==> src/rtl/drive_ready_monitor_pkg.sv <==
// drive_ready_monitor_pkg: shared state encoding and fault codes for the drive-ready monitor
package drive_ready_monitor_pkg;
  typedef enum logic [1:0] {
    ST_IDLE  = 2'd0,
    ST_PURGE = 2'd1,
    ST_READY = 2'd2,
    ST_FAULT = 2'd3
  } state_t;
  localparam logic [1:0] FC_NONE    = 2'd0;
  localparam logic [1:0] FC_EARLY   = 2'd1;
  localparam logic [1:0] FC_TIMEOUT = 2'd2;
  localparam logic [1:0] FC_DROP    = 2'd3;
endpackage

==> src/rtl/mon_sync_debounce.sv <==
// mon_sync_debounce: 2-flop synchronizer for one bus line, with an optional
// microsecond-based debounce stage enabled by DRIVE_MON_DEBOUNCE_EN.
module mon_sync_debounce #(
  parameter int DEBOUNCE_US = 50
) (
  input  logic clock,
  input  logic reset,
  input  logic clkenbl_1usec_i,
  input  logic async_i,
  output logic level_o
);
  logic [1:0] sync_q;
  always_ff @(posedge clock) begin
    if (reset) sync_q <= '0;
    else       sync_q <= {sync_q[0], async_i};
  end
`ifdef DRIVE_MON_DEBOUNCE_EN
  localparam int CW = $clog2(DEBOUNCE_US + 1);
  logic [CW-1:0] cnt_q;
  logic          level_q;
  // counter only runs while the synchronized level differs from the accepted one
  always_ff @(posedge clock) begin
    if (reset) begin
      cnt_q   <= '0;
      level_q <= 1'b0;
    end else if (sync_q[1] == level_q) begin
      cnt_q <= '0;
    end else if (clkenbl_1usec_i) begin
      if (cnt_q == CW'(DEBOUNCE_US - 1)) begin
        level_q <= sync_q[1];
        cnt_q   <= '0;
      end else begin
        cnt_q <= cnt_q + 1'b1;
      end
    end
  end
  assign level_o = level_q;
`else
  logic unused_en;
  assign unused_en = clkenbl_1usec_i & (DEBOUNCE_US != 0);
  assign level_o   = sync_q[1];
`endif
endmodule

==> src/rtl/drive_ready_monitor.sv <==
// drive_ready_monitor: times the drive purge interval and reports ready/fault status.
// Optional input debounce is enabled by defining DRIVE_MON_DEBOUNCE_EN.
module drive_ready_monitor
  import drive_ready_monitor_pkg::*;
#(
  parameter int MIN_PURGE_MS = 85000,
  parameter int MAX_PURGE_MS = 95000,
  parameter int DEBOUNCE_US  = 50,
  parameter int MS_W         = 17
) (
  input  logic            clock,
  input  logic            reset,
  input  logic            clkenbl_1usec,
  input  logic            unlocked_l,
  input  logic            relay_l,
  input  logic            selected_h,
  input  logic            clear_fault,
  output logic            drive_ready,
  output logic            purging,
  output logic [MS_W-1:0] purge_ms,
  output logic            fault,
  output logic [1:0]      fault_code,
  output logic [7:0]      ready_drops
);
  localparam logic [MS_W-1:0] MIN_MS = MS_W'(MIN_PURGE_MS);
  localparam logic [MS_W-1:0] MAX_MS = MS_W'(MAX_PURGE_MS);
  logic unlocked_s, relay_s, selected_s;
  mon_sync_debounce #(.DEBOUNCE_US(DEBOUNCE_US)) u_unlocked (
    .clock(clock), .reset(reset), .clkenbl_1usec_i(clkenbl_1usec),
    .async_i(unlocked_l), .level_o(unlocked_s)
  );
  mon_sync_debounce #(.DEBOUNCE_US(DEBOUNCE_US)) u_relay (
    .clock(clock), .reset(reset), .clkenbl_1usec_i(clkenbl_1usec),
    .async_i(relay_l), .level_o(relay_s)
  );
  mon_sync_debounce #(.DEBOUNCE_US(DEBOUNCE_US)) u_selected (
    .clock(clock), .reset(reset), .clkenbl_1usec_i(clkenbl_1usec),
    .async_i(selected_h), .level_o(selected_s)
  );
  state_t          state_q, state_d;
  logic [9:0]      us_cnt_q, us_cnt_d;
  logic [MS_W-1:0] purge_ms_q, purge_ms_d;
  logic [1:0]      code_q, code_d, fault_code_q;
  logic [7:0]      drops_q, drops_d;
  logic            drive_ready_q, purging_q, fault_q;
  logic            ms_tick, ready_ok, dropped;
  assign ms_tick  = clkenbl_1usec && (us_cnt_q == 10'd999);
  assign ready_ok = !relay_s && selected_s;
  assign dropped  = !selected_s || relay_s;
  always_comb begin
    state_d    = state_q;
    purge_ms_d = purge_ms_q;
    code_d     = code_q;
    drops_d    = drops_q;
    us_cnt_d   = clkenbl_1usec ? (us_cnt_q == 10'd999 ? 10'd0 : us_cnt_q + 10'd1) : us_cnt_q;
    case (state_q)
      ST_IDLE: begin
        if (unlocked_s) begin
          state_d    = ST_PURGE;
          purge_ms_d = '0;
          us_cnt_d   = '0;
        end
      end
      ST_PURGE: begin
        if (!unlocked_s) begin
          state_d = ST_IDLE;
        end else if (ready_ok) begin
          state_d = (purge_ms_q >= MIN_MS) ? ST_READY : ST_FAULT;
          code_d  = (purge_ms_q >= MIN_MS) ? FC_NONE : FC_EARLY;
        end else if (purge_ms_q >= MAX_MS) begin
          state_d = ST_FAULT;
          code_d  = FC_TIMEOUT;
        end else if (ms_tick && !(&purge_ms_q)) begin
          purge_ms_d = purge_ms_q + 1'b1;
        end
      end
      ST_READY: begin
        if (dropped) begin
          drops_d = (&drops_q) ? drops_q : drops_q + 8'd1;
          state_d = unlocked_s ? ST_FAULT : ST_IDLE;
          code_d  = unlocked_s ? FC_DROP : FC_NONE;
        end
      end
      ST_FAULT: begin
        if (clear_fault) begin
          state_d = ST_IDLE;
          code_d  = FC_NONE;
        end
      end
      default: state_d = ST_IDLE;
    endcase
  end
  always_ff @(posedge clock) begin
    if (reset) begin
      state_q       <= ST_IDLE;
      us_cnt_q      <= '0;
      purge_ms_q    <= '0;
      code_q        <= FC_NONE;
      drops_q       <= '0;
      drive_ready_q <= 1'b0;
      purging_q     <= 1'b0;
      fault_q       <= 1'b0;
      fault_code_q  <= FC_NONE;
    end else begin
      state_q       <= state_d;
      us_cnt_q      <= us_cnt_d;
      purge_ms_q    <= purge_ms_d;
      code_q        <= code_d;
      drops_q       <= drops_d;
      drive_ready_q <= (state_q == ST_READY);
      purging_q     <= (state_q == ST_PURGE);
      fault_q       <= (state_q == ST_FAULT);
      fault_code_q  <= (state_q == ST_FAULT) ? code_q : FC_NONE;
    end
  end
  assign drive_ready = drive_ready_q;
  assign purging     = purging_q;
  assign purge_ms    = purge_ms_q;
  assign fault       = fault_q;
  assign fault_code  = fault_code_q;
  assign ready_drops = drops_q;
endmodule

==> config.mk <==
export PLATFORM = sky130hd
export DESIGN_NAME = drive_ready_monitor
export DESIGN_NICKNAME = d
export VERILOG_FILES = /design/src/rtl/drive_ready_monitor_pkg.sv /design/src/rtl/mon_sync_debounce.sv /design/src/rtl/drive_ready_monitor.sv
export SDC_FILE = /design/constraint.sdc
export NUM_CORES = 1
export LEC_CHECK = 0
export BUFFER_PORTS_ARGS = -buffer_cell sky130_fd_sc_hd__buf_2
export CORE_ASPECT_RATIO = 1.5
export CORE_MARGIN = 3
export CORE_UTILIZATION = 32
export CTS_BUF_LIST = sky130_fd_sc_hd__clkbuf_4
export DETAILED_ROUTE_END_ITERATION = 7
export PLACE_DENSITY = 0.56
export SKIP_CTS_REPAIR_TIMING = 1
export SYNTH_ARGS = -nofsm -noshare
export SYNTH_HDL_FRONTEND = slang
export SYNTH_SLANG_ARGS = --single-unit
==> constraint.sdc <==
create_clock -name clock -period 2.67 [get_ports clock]
set_input_delay 0.534 -clock clock [delete_from_list [all_inputs] [get_ports clock]]
set_output_delay 0.534 -clock clock [all_outputs]
set_load 0.05 [all_outputs]
==> run metrics <==
setup ws final 0.220 ns; drt pass-1 iters 4; Worst-Margin Slew 0.704 ns; netlist area before placement 0.00249 mm^2; Via density 5.34; worst setup path category reg -> reg; CTS root buf clkbuf_4; endpoints failing setup 0; core area 0.00742 mm^2; Reg2Reg Depth 11; WL final 6230 um; Async S/R FF share, synth 0%; synth top area cells dfxtp_1 40%, nand2_1 4.5%, nor2_1 4.4%; RSZ-0062 raised after global routing false; Max Clock Skew 0.0127 ns; DR iter-0 viols 106; Core Rows 38; post-route ant nets 0; R2R Path Start purge_ms[1]; total count of hold-check failures in the final report 0; residual DRC count 0; GPL Wtd Cong 0.914; CP Data Required Time 2.94 ns; Synth Register Bits 50; Congestion Overflow GR 0; number of synthesized flops with an enable pin 0; leading area contributor after synthesis dfxtp_1; first-pass GRT wire length 10500 um; setup TNS 0 ns; Hold Crit Start selected_h; status completed; Seq/Total Area, Yosys 40.1%; die height 114 um; fin crit share 91.8%; Worst IR Drop VDD 0.161 mV; cts bufs inserted 5; Worst Setup End Kind flop; Place WS 0.00698 ns; power density over the cells 401 mW/mm^2; area growth from synthesis to final layout 16.4%; top cell type's share of synthesized area 40.1%; ANT cells 0; H-tree depth 2; startpoint type of the worst setup path flop; Min-Delay Path Depth 2; Worst EP arrival 2.72 ns; Starting Density 33.6%; Post-DP HPWL 4560 um; Slew Limit Fails 0; max_slew headroom 52.8%; DIE AREA 0.00891 mm^2; critical path fanouts, max 12; Max clock buf depth 2; All-Layer GR Usage 14.6%; Synthesized Nets 312; IO Port Bufs 36; routed len/inst 14.1 um; Sink Count 50; via count 2360; Layout Nets 353; R2R setup slack 0.22 ns; Worst-Skew Late Latency 0.37 ns; io pins 37; Pleak 1.10 nW; synth unique cells 44; Ys Warns 0; HP Class in -> reg; max-cap viol count 0; count leader, synth dfxtp_1; Hold Path Sink u_selected.sync_q[0]; Avg Cell Area, Syn 8.31 um^2; gate count of the mapped netlist 300; clock-pin slew on the worst setup and hold paths 0.14 ns; largest net degree at the start of global routing 28; die span in x 78.1 um; Peak Freq 408 MHz; Reg-to-Reg End purge_ms[4]; vias in the first global route 2214; crit path time final 2.45 ns; synth cell count leaders 50 x dfxtp_1, 30 x nand2_1, 29 x nor2_1; ys flop type dfxtp_1; initial antenna violation count 0; share of cells above drive strength 1 19.9%; CTS tree yes
cells by family after synthesis:
family,Yosys count,share of synthesized area (%)
XOR/XNOR,14,4.92
buffers and inverters,23,4.87
flip-flops,50,40.1
AO/OA/AOI/OAI,69,17.6
multiplexers,4,1.61
AND/OR/NAND/NOR,135,28.4
adder cells (fa/ha/maj),5,2.51
through the flow:
step	cell area (um^2)	util, %	instances	total power [mW]	hold WS, ns
final	2900	39.1	442	1.16	0.367
after global routing	2900	39.1	442	1.22	0.359
after CTS	2860	38.6	441	1.18	0.360
after detailed placement	2810	37.9	433	0.843	0.434
after global placement	2810	37.9	433	0.843	0.431
after floorplan	2500	-	300	0.824	0.414
layer usage:
metal | up-vias | GRT usage, % | part of all wire, %
met4 | 0 | 5.48 | 1.8
met3 | 8 | 2.52 | 5.3
li1 | 1164 | - | -
met5 | - | 0 | 0
met1 | 1109 | 17.0 | 42
met2 | 79 | 26.4 | 51
worst max-delay path: stages, from the launching register on:
cell and delay (ns):
dfxtp_2 0.40, ha_2 0.23, nand3_2 0.15, nor3_4 0.23
nand3_1 0.17, nor3_2 0.24, ha_1 0.23, a311o_1 0.18
nor4b_4 0.06, buf_4 0.18, a41oi_1 0.23, a31oi_1 0.06
where the power goes:
| part | internal, mW | total (mW) | leakage, nW | switching, mW |
|---|---|---|---|---|
| clock | 0.0984 | 0.338 | 0.0286 | 0.240 |
| sequential | 0.755 | 0.760 | 0.405 | 0.00524 |
| combinational | 0.0243 | 0.0668 | 0.661 | 0.0425 |
| total | 0.877 | 1.16 | 1.10 | 0.288 |
worst max path at each step:
| stage | start | end | slack [ns] |
|---|---|---|---|
| after floorplan | purge_ms[3] | purge_ms[6] | 0.03 |
| after global placement | purge_ms[0] | purge_ms[4] | 0.06 |
| after detailed placement | purge_ms[0] | purge_ms[4] | 0.007 |
| after CTS | purge_ms[0] | purge_ms[4] | -0.04 |
| after global routing | purge_ms[1] | purge_ms[4] | 0.004 |
| final | purge_ms[1] | purge_ms[4] | 0.22 |
flip-flops by register name, indices dropped and copies added, names as in the netlist:
register and flops:
fault 1, u_unlocked.sync_q 2, purge_ms 17, code_q 2, u_relay.sync_q 2, ready_drops 8
purging 1, us_cnt_q 10, fault_code 2, state_q 2, drive_ready 1, u_selected.sync_q 2
area by class of cell:
cell class / count / area (um^2)
Timing Repair Buffer: 50 / 285
Clock inverter: 3 / 16.3
Sequential cell: 50 / 1000
Multi-Input combinational cell: 227 / 1400
Fill cell: 811 / 4510
Inverter: 7 / 31.3
Tap cell: 100 / 125
Clock buffer: 5 / 37.5
layout by cell type (no fill, tap or decap), drive strengths merged, types with 6 or more instances in the layout:
master and instances:
nand2b 6, o21ai 13, nand3 16, xnor2 9
nor3 13, dfxtp 50, nand2 30, buf 50
nor2b 9, a31oi 13, nor2 29, inv 6
a21oi 19, nand4 11
Power figures use the tool's default switching activity.
